[config.mk]
export PLATFORM = sky130hd
export DESIGN_NAME = fixed_point_vec_mul
export DESIGN_NICKNAME = d
export VERILOG_FILES = /design/src/rtl/fixed_point_vec_mul.sv
export SDC_FILE = /design/constraint.sdc
export NUM_CORES = 1
export LEC_CHECK = 0
export BUFFER_PORTS_ARGS = -buffer_cell sky130_fd_sc_hd__buf_2
export CORE_ASPECT_RATIO = 0.7
export CORE_UTILIZATION = 45
export CTS_CLUSTER_DIAMETER = 100
export DETAILED_ROUTE_END_ITERATION = 6
export GPL_TIMING_DRIVEN = 0
export MAX_ROUTING_LAYER = met4
export PLACE_DENSITY = 0.7
export SLEW_MARGIN = 10
export SYNTH_ARGS = -nofsm -noshare
export SYNTH_HDL_FRONTEND = slang
export SYNTH_SLANG_ARGS = --single-unit
[constraint.sdc]
create_clock -name CLK -period 27.7 [get_ports CLK]
set_input_delay 4.155 -clock CLK [delete_from_list [all_inputs] [get_ports CLK]]
set_output_delay 4.155 -clock CLK [all_outputs]
set_load 0.02 [all_outputs]
[src/rtl/fixed_point_vec_mul.sv]
// Element-wise fixed-point vector multiplier built around one shared signed
// multiplier that walks the elements one per cycle. Products collect in a
// scratch buffer and are copied to the outputs in one step on completion, so
// VALUES_OUT stays stable while the downstream accumulator reads it.
// Optional build macro: FIXED_POINT_VEC_MUL_SATURATE_EN (clamp on overflow;
// wrap-around when undefined).
module fixed_point_vec_mul #(
   parameter int unsigned WIDTH      = 8,
   parameter int unsigned FRAC_BITS  = 3,
   parameter int unsigned NUM_INPUTS = 16
) (
   input  logic                          CLK,
   input  logic                          RST,
   input  logic [NUM_INPUTS*WIDTH-1:0]   VALUES_IN,
   input  logic [NUM_INPUTS*WIDTH-1:0]   WEIGHTS_IN,
   input  logic                          VALID_IN,
   output logic                          READY_OUT,
   output logic [NUM_INPUTS*WIDTH-1:0]   VALUES_OUT,
   output logic                          VALID_OUT,
   output logic [NUM_INPUTS-1:0]         OVF_MASK_OUT,
   output logic                          OVERFLOW
);

   localparam int unsigned BUS_W  = NUM_INPUTS * WIDTH;
   localparam int unsigned PROD_W = 2 * WIDTH;
   localparam int unsigned IDX_W  = (NUM_INPUTS > 1) ? $clog2(NUM_INPUTS) : 1;
   localparam logic [IDX_W-1:0] LAST_IDX = IDX_W'(NUM_INPUTS - 1);
`ifdef FIXED_POINT_VEC_MUL_SATURATE_EN
   localparam logic [WIDTH-1:0] SAT_MAX = {1'b0, {(WIDTH-1){1'b1}}};
   localparam logic [WIDTH-1:0] SAT_MIN = {1'b1, {(WIDTH-1){1'b0}}};
`endif

   typedef enum logic {IDLE, MUL} state_t;

   state_t                 state_q, state_d;
   logic [IDX_W-1:0]       idx_q, idx_d;
   logic [BUS_W-1:0]       a_q, w_q;
   logic [BUS_W-1:0]       scratch_q, scratch_d;
   logic [NUM_INPUTS-1:0]  scr_ovf_q, scr_ovf_d;
   logic                   load, step, done;

   logic signed [WIDTH-1:0]  op_a, op_w;
   logic signed [PROD_W-1:0] prod, shifted;
   logic                     elem_ovf;
   logic [WIDTH-1:0]         elem_res;

   // Shared multiplier: product, floor shift, range check, store policy
   always_comb begin
      op_a     = a_q[idx_q*WIDTH +: WIDTH];
      op_w     = w_q[idx_q*WIDTH +: WIDTH];
      prod     = $signed({{WIDTH{op_a[WIDTH-1]}}, op_a}) *
                 $signed({{WIDTH{op_w[WIDTH-1]}}, op_w});
      shifted  = prod >>> FRAC_BITS;
      // in range only when all bits from the result sign bit upward agree
      elem_ovf = !((&shifted[PROD_W-1:WIDTH-1]) || !(|shifted[PROD_W-1:WIDTH-1]));
`ifdef FIXED_POINT_VEC_MUL_SATURATE_EN
      if (elem_ovf)
         elem_res = shifted[PROD_W-1] ? SAT_MIN : SAT_MAX;
      else
         elem_res = shifted[WIDTH-1:0];
`else
      elem_res = shifted[WIDTH-1:0];
`endif
   end

   // Scratch buffer with the current element merged in
   always_comb begin
      scratch_d = scratch_q;
      scr_ovf_d = scr_ovf_q;
      scratch_d[idx_q*WIDTH +: WIDTH] = elem_res;
      scr_ovf_d[idx_q]                = elem_ovf;
   end

   // Next-state and control decode
   always_comb begin
      state_d = state_q;
      idx_d   = idx_q;
      load    = 1'b0;
      step    = 1'b0;
      done    = 1'b0;
      unique case (state_q)
         IDLE: begin
            if (VALID_IN) begin
               load    = 1'b1;
               idx_d   = '0;
               state_d = MUL;
            end
         end
         MUL: begin
            step  = 1'b1;
            idx_d = idx_q + IDX_W'(1);
            if (idx_q == LAST_IDX) begin
               done    = 1'b1;
               idx_d   = '0;
               state_d = IDLE;
            end
         end
         default: state_d = IDLE;
      endcase
   end

   // State, index and ready registers
   always_ff @(posedge CLK or posedge RST) begin
      if (RST) begin
         state_q   <= IDLE;
         idx_q     <= '0;
         READY_OUT <= 1'b1;
      end else begin
         state_q   <= state_d;
         idx_q     <= idx_d;
         READY_OUT <= (state_d == IDLE);
      end
   end

   // Operand latch, scratch buffer and double-buffered outputs
   always_ff @(posedge CLK or posedge RST) begin
      if (RST) begin
         a_q          <= '0;
         w_q          <= '0;
         scratch_q    <= '0;
         scr_ovf_q    <= '0;
         VALUES_OUT   <= '0;
         OVF_MASK_OUT <= '0;
         OVERFLOW     <= 1'b0;
         VALID_OUT    <= 1'b0;
      end else begin
         VALID_OUT <= done;
         if (load) begin
            a_q       <= VALUES_IN;
            w_q       <= WEIGHTS_IN;
            scr_ovf_q <= '0;
         end
         if (step) begin
            scratch_q <= scratch_d;
            scr_ovf_q <= scr_ovf_d;
         end
         if (done) begin
            VALUES_OUT   <= scratch_d;
            OVF_MASK_OUT <= scr_ovf_d;
            OVERFLOW     <= |scr_ovf_d;
         end
      end
   end

endmodule

Word level (Yosys, flattened, before mapping)
Cells that the tools add are included.
{ "word_totals": {"register_bits": 552, "latchBits": 0, "ram_bits": 0, "mem_bits_ro": 0, "input_bits": 259, "out_inout_bits": 147, "wordCells": 48, "n_memories": 0} }
{ "classes": {"n_addsub": 2, "mul": 1, "div_mod_pow": 0, "magnitude_cmp": 2, "n_eq_ne": 2, "shift": 4, "mux": 16, "bitwise": 2, "n_reduce_logical": 8} }
{ "ops": {"columns": ["operator", "n"], "rows": [
  ["$shiftx 128x8->8", 2],
  ["$bwmux 128", 1],
  ["$shift 8x34->128 const A", 1],
  ["$shiftx 8x34->128", 1],
  ["$neg 7->34", 1],
  ["$mux 16", 2],
  ["$bwmux 16", 1],
  ["$mul 8x8->16", 1],
  ["$reduce_or 16->1", 1],
  ["$mux 4", 2],
  ["$pmux 4 s2", 1],
  ["$mux 1", 7],
  ["$reduce_and 6->1", 1],
  ["$reduce_or 6->1", 1],
  ["$lt 4x5->1 const B", 1],
  ["$add 4x1->4 const B", 1],
  ["$demux 1 s4", 1],
  ["$eq 4x4->1 const B", 1],
  ["$ge 4x1->1 const B", 1],
  ["$logic_not 1->1", 2],
  ["$ne 2x2->1 const B", 1],
  ["$not 1->1", 2],
  ["$pmux 1 s2", 1],
  ["$reduce_bool 2->1", 1],
  ["2 further kinds", 2]
]} }

Longest topological paths before layout
{ "logic_depth": {"ltp_word": 8, "depth_mapped": 25, "depth_no_buf": 21} }

Worst setup path after synthesis
OpenSTA, ideal clock, no wires.
{ "synth_timing": {"path_type": "flip-flop to flip-flop", "from": "reg idx_q[0]", "to": "reg OVF_MASK_OUT[12]", "setup_ns": 0.134, "arrival_ns": 6.595, "required_ns": 27.566, "setup_slack_ns": 20.970, "path_stages_with_launch": 23, "path_buffers": 4, "synth_period_minus_slack_ns": 6.730, "cell_sequence": "dfrtp_1 > buf_2 > buf_4 > buf_2 > mux4_2 > mux4_2 > and2_1 > fa_1 > inv_1 > fa_1 > fa_1 > fa_1 > inv_1 > ha_1 > a2111oi_0 > nor4_1 > a221oi_2 > xnor2_1 > nand2_1 > or4_1 > mux2i_1 > buf_4 > o31ai_1"} }
{ "synth_via": {"elab_chain_len": 7, "elab_cells_between_ends": 17, "classes_between": "1 x mul; 2 x order compare; 1 x eq/ne; 2 x shift; 5 x mux; 6 x reduce/logical"} }
{ "synth_rtl": {"columns": ["item", "line_no", "source"], "rows": [
  ["start, declared", "36", "logic [IDX_W-1:0] idx_q, idx_d;"],
  ["start signal, assigned", "110", "idx_q <= idx_d;"],
  ["$shiftx 128x8->8 (on tied branches)", "49, 50", null],
  ["$mul 8x8->16", "51", "prod = $signed({{WIDTH{op_a[WIDTH-1]}}, op_a}) *"],
  ["$reduce_or 6->1", "55", "elem_ovf = !((&shifted[PROD_W-1:WIDTH-1]) || !(|shifted[PROD_W-1:WIDTH-1]));"],
  ["$logic_not 1->1", "55", null],
  ["$logic_or 1x1->1", "55", null],
  ["$logic_not 1->1", "55", null],
  ["$bwmux 16", "71", "scr_ovf_d[idx_q] = elem_ovf;"],
  ["end signal, assigned", "139", "OVF_MASK_OUT <= scr_ovf_d;"],
  ["end, declared", "20", "output logic [NUM_INPUTS-1:0] OVF_MASK_OUT,"]
]} }
Several ways; a longest one is shown, not always the timed one.
A chain may end at the register's enable or synchronous reset.

Final worst setup path
{ "layout_timing": {"from": "reg idx_q[1]", "to": "reg OVF_MASK_OUT[14]"} }
The elaborated chain is that of the path after synthesis.

==> impl_metrics.py <==
metrics = {
    "final_layout": {
        "area_growth_pct": 19.29,
        "layout_common_cells": "dfrtp_1, buf_2, nand2_1, mux2_2, o21ai_0",
        "layout_commonest_cell": "dfrtp_1",
        "regArea_sq_mm": 0.01379,
        "drive_gt1_frac": 0.3094,
        "multi_input_comb_area_sq_mm": 0.01169,
        "finalNetCount": 3140,
        "final_cell_area_sq_mm": 0.03151,
        "nFillCells": 4877,
    },
    "logic_synthesis": {
        "synthesis.area_sq_mm": 0.02641,
        "ys_seq_elements": 551,
        "synth.avg_cell_area_sq_um": 11.34,
        "synth_fp_nets": 2676,
        "netlist-cell-type-count": 54,
        "yosys_warnings": 0,
        "synthArstFlopShare": 1.000,
        "synth_edf_count": 0,
        "synth_flop_cell": "dfrtp_1",
        "synth.yosys.seq_area_share": 0.5221,
        "syn_inst": 2329,
        "synth_top_area_share": 0.5211,
        "synth.largest_area_cell": "dfrtp_1",
        "synth_area_leaders": "dfrtp_1, mux2_2, mux4_2",
    },
    "sta": {
        "fin_crit_sh": 0.3115,
        "worstMarginPinSlew_ns": 1.125,
        "finClkSkew_ns": 0.04216,
        "slew_headroom": 0.2497,
        "hold_viol": 0,
        "finalSetupViolCount": 0,
        "slew_violations": 0,
        "rsz0062_at_grt": "no",
        "max_freq_mhz": 115.9,
        "finalCriticalPeriod_ns": 8.630,
        "setup_tns_ns": 0,
    },
    "grt": {
        "antenna_found_initial": 24,
        "grt_pass1_vias": 20530,
        "grt_start_max_net_pins": 124,
        "grt_overflow": 0,
        "track_usage": 0.2789,
        "grt_pass1_wl_um": 122400,
    },
    "clock_tree": {
        "clkTransAtPathRegs_ns": 0.07,
        "cts_sinks": 551,
        "clock_path_buffers": 3,
        "cts_tree": "done",
        "ctsResizeCount": 0,
        "cts_hold_buf": 0,
        "cts_setup_buffers": 0,
        "numCtsBuffers": 53,
        "ctsRootBufferMaster": "clkbuf_16",
        "worstSkewPairLatency_ns": 0.62,
        "htreeDepth": 2,
    },
    "die": {
        "die_width_um": 291.6,
        "ioPinCount": 406,
        "die_area_sq_mm": 0.05969,
        "fp.coreArea_sq_mm": 0.05736,
        "chipHeight_um": 204.7,
        "num_rows": 73,
        "start_util": 0.4605,
    },
    "route": {
        "post-route-drc-count": 0,
        "via_per_inst": 5.627,
        "drt-total-wl_um": 80380,
        "wl_per_cell_um": 22.27,
        "num_vias": 20310,
        "drt_iter0_markers": 1920,
        "drtAntennaViolNets": 0,
        "dr.pass1.iters": 7,
    },
    "run": {
        "maxCapViolations": 0,
    },
    "worst_setup_path": {
        "critPathArrivalTime_ns": 9.10,
        "path_class": "reg -> reg",
        "reg2reg_depth": 22,
        "cp-end-kind": "flip-flop",
        "r2r_slack_ns": 19.07,
        "crit_fanout": 10,
        "required_ns": 28.17,
        "crit_path_start_kind": "flip-flop",
    },
    "placed_design": {
        "place_hpwl_um": 60360,
        "portBuffers": 405,
        "routabilityCongestion": 0.9331,
        "dpl_cell_area_sq_mm": 0.02950,
    },
    "run_status": {
        "outcome": "finished clean",
    },
    "hold_path": {
        "hold_depth": 2,
        "hold_class": "reg -> reg",
    },
}
layer usage:
layer | vias to the layer above | track usage | wire (um)
met2 | 809 | 0.4111 | 36460
met3 | 147 | 0.05164 | 5766
met4 | 0 | 0.09568 | 2346
met1 | 10380 | 0.3888 | 35800
li1 | 8978 | - | -
met5 | - | - | 0
critical path, cell delays in order (launching register included):
cell and delay [ns]:
dfrtp_1 0.41, clkbuf_1 0.40, buf_2 0.38, clkbuf_1 0.81
mux4_2 0.44, mux4_2 0.64, and2_1 0.27, fa_1 0.52
inv_1 0.05, fa_1 0.46, fa_1 0.51, fa_1 0.54
inv_1 0.04, ha_1 0.38, a2111oi_0 0.52, o21ai_1 0.20
a221oi_2 0.33, xnor2_1 0.18, nand2_1 0.06, or4_1 0.42
mux2i_1 0.47, buf_4 0.29, o31ai_1 0.09
synthesized netlist by cell type (4+ instances only):
cell type    n
a21oi_1    123
a31oi_1     14
and2_1      42
and3_1      11
buf_2       16
clkbuf_1   118
dfrtp_1    550
fa_1        55
ha_1        33
inv_1       97
mux2_2     260
mux2i_1     26
mux4_2      80
nand2_1    365
nand2b_1     9
nand3_1     28
nor2_1     116
nor2b_1     18
nor3_1       4
o21ai_0    249
o21ai_1     26
o22ai_1      5
o31ai_1      8
xnor2_1     16
xor2_1       8
cells by family (layout without fill, tap and decap cells):
family                     Yosys count  after routing  share of synthesized area
and+or+nand+nor                    607            607                    0.09711
buffers and inverters              241            750                    0.03548
xor gates and xnor gates            24             24                   0.007958
DFF                                551            551                     0.5221
adders and majority gates           88             88                    0.05732
AOI/OAI and AO/OA                  452            452                    0.09118
other                                0             22                          0
muxes                              366            366                     0.1889
state kept, by name, summed over array words and instances (netlist names):
| name | count |
|---|---|
| idx_q | 4 |
| scr_ovf_q | 15 |
| OVF_MASK_OUT | 16 |
| OVERFLOW | 1 |
| w_q | 128 |
| READY_OUT | 1 |
| state_q | 1 |
| VALUES_OUT | 128 |
| a_q | 128 |
| scratch_q | 128 |
| VALID_OUT | 1 |
area by class of cell:
| type | count | share of cell area |
|---|---|---|
| clock buffers | 68 | 0.04773 |
| multi-input cells | 1537 | 0.3709 |
| diodes | 22 | 0.001747 |
| well taps | 750 | 0.02978 |
| plain buffers | 141 | 0.01783 |
| inverters | 100 | 0.01215 |
| repair buffers | 409 | 0.06782 |
| flip-flops and latches | 551 | 0.4376 |
| clock inverters | 32 | 0.01437 |
metrics by stage:
step | hold slack [ns] | std cells | utilization | worst slack [ns]
after floorplan | 0.4422 | 2329 | - | 8.141
after global placement | 0.4550 | 3484 | 0.5122 | 3.016
after detailed placement | 0.4590 | 3488 | 0.5142 | 19.25
after CTS | 0.4759 | 3588 | 0.5484 | 19.19
after global routing | 0.5012 | 3610 | 0.5493 | 18.73
final | 0.4749 | 3610 | 0.5493 | 19.07
worst paths after layout:
path / from / endpoint
worst min register to register: OVF_MASK_OUT[4]$_DFFE_PP0P_ / OVF_MASK_OUT[4]$_DFFE_PP0P_
worst min-delay path: OVF_MASK_OUT[4]$_DFFE_PP0P_ / OVF_MASK_OUT[4]$_DFFE_PP0P_
max in group asynchronous: RST / w_q[114]$_DFFE_PP0P_
worst max-delay path: idx_q[1]$_DFFE_PP0P_ / OVF_MASK_OUT[14]$_DFFE_PP0P_
worst max register to register: idx_q[1]$_DFFE_PP0P_ / OVF_MASK_OUT[14]$_DFFE_PP0P_
min in group asynchronous: RST / VALUES_OUT[6]$_DFFE_PP0P_
Power is not shown: default switching activity piles up to over one toggle a cycle in this logic, so the estimate is an artifact.
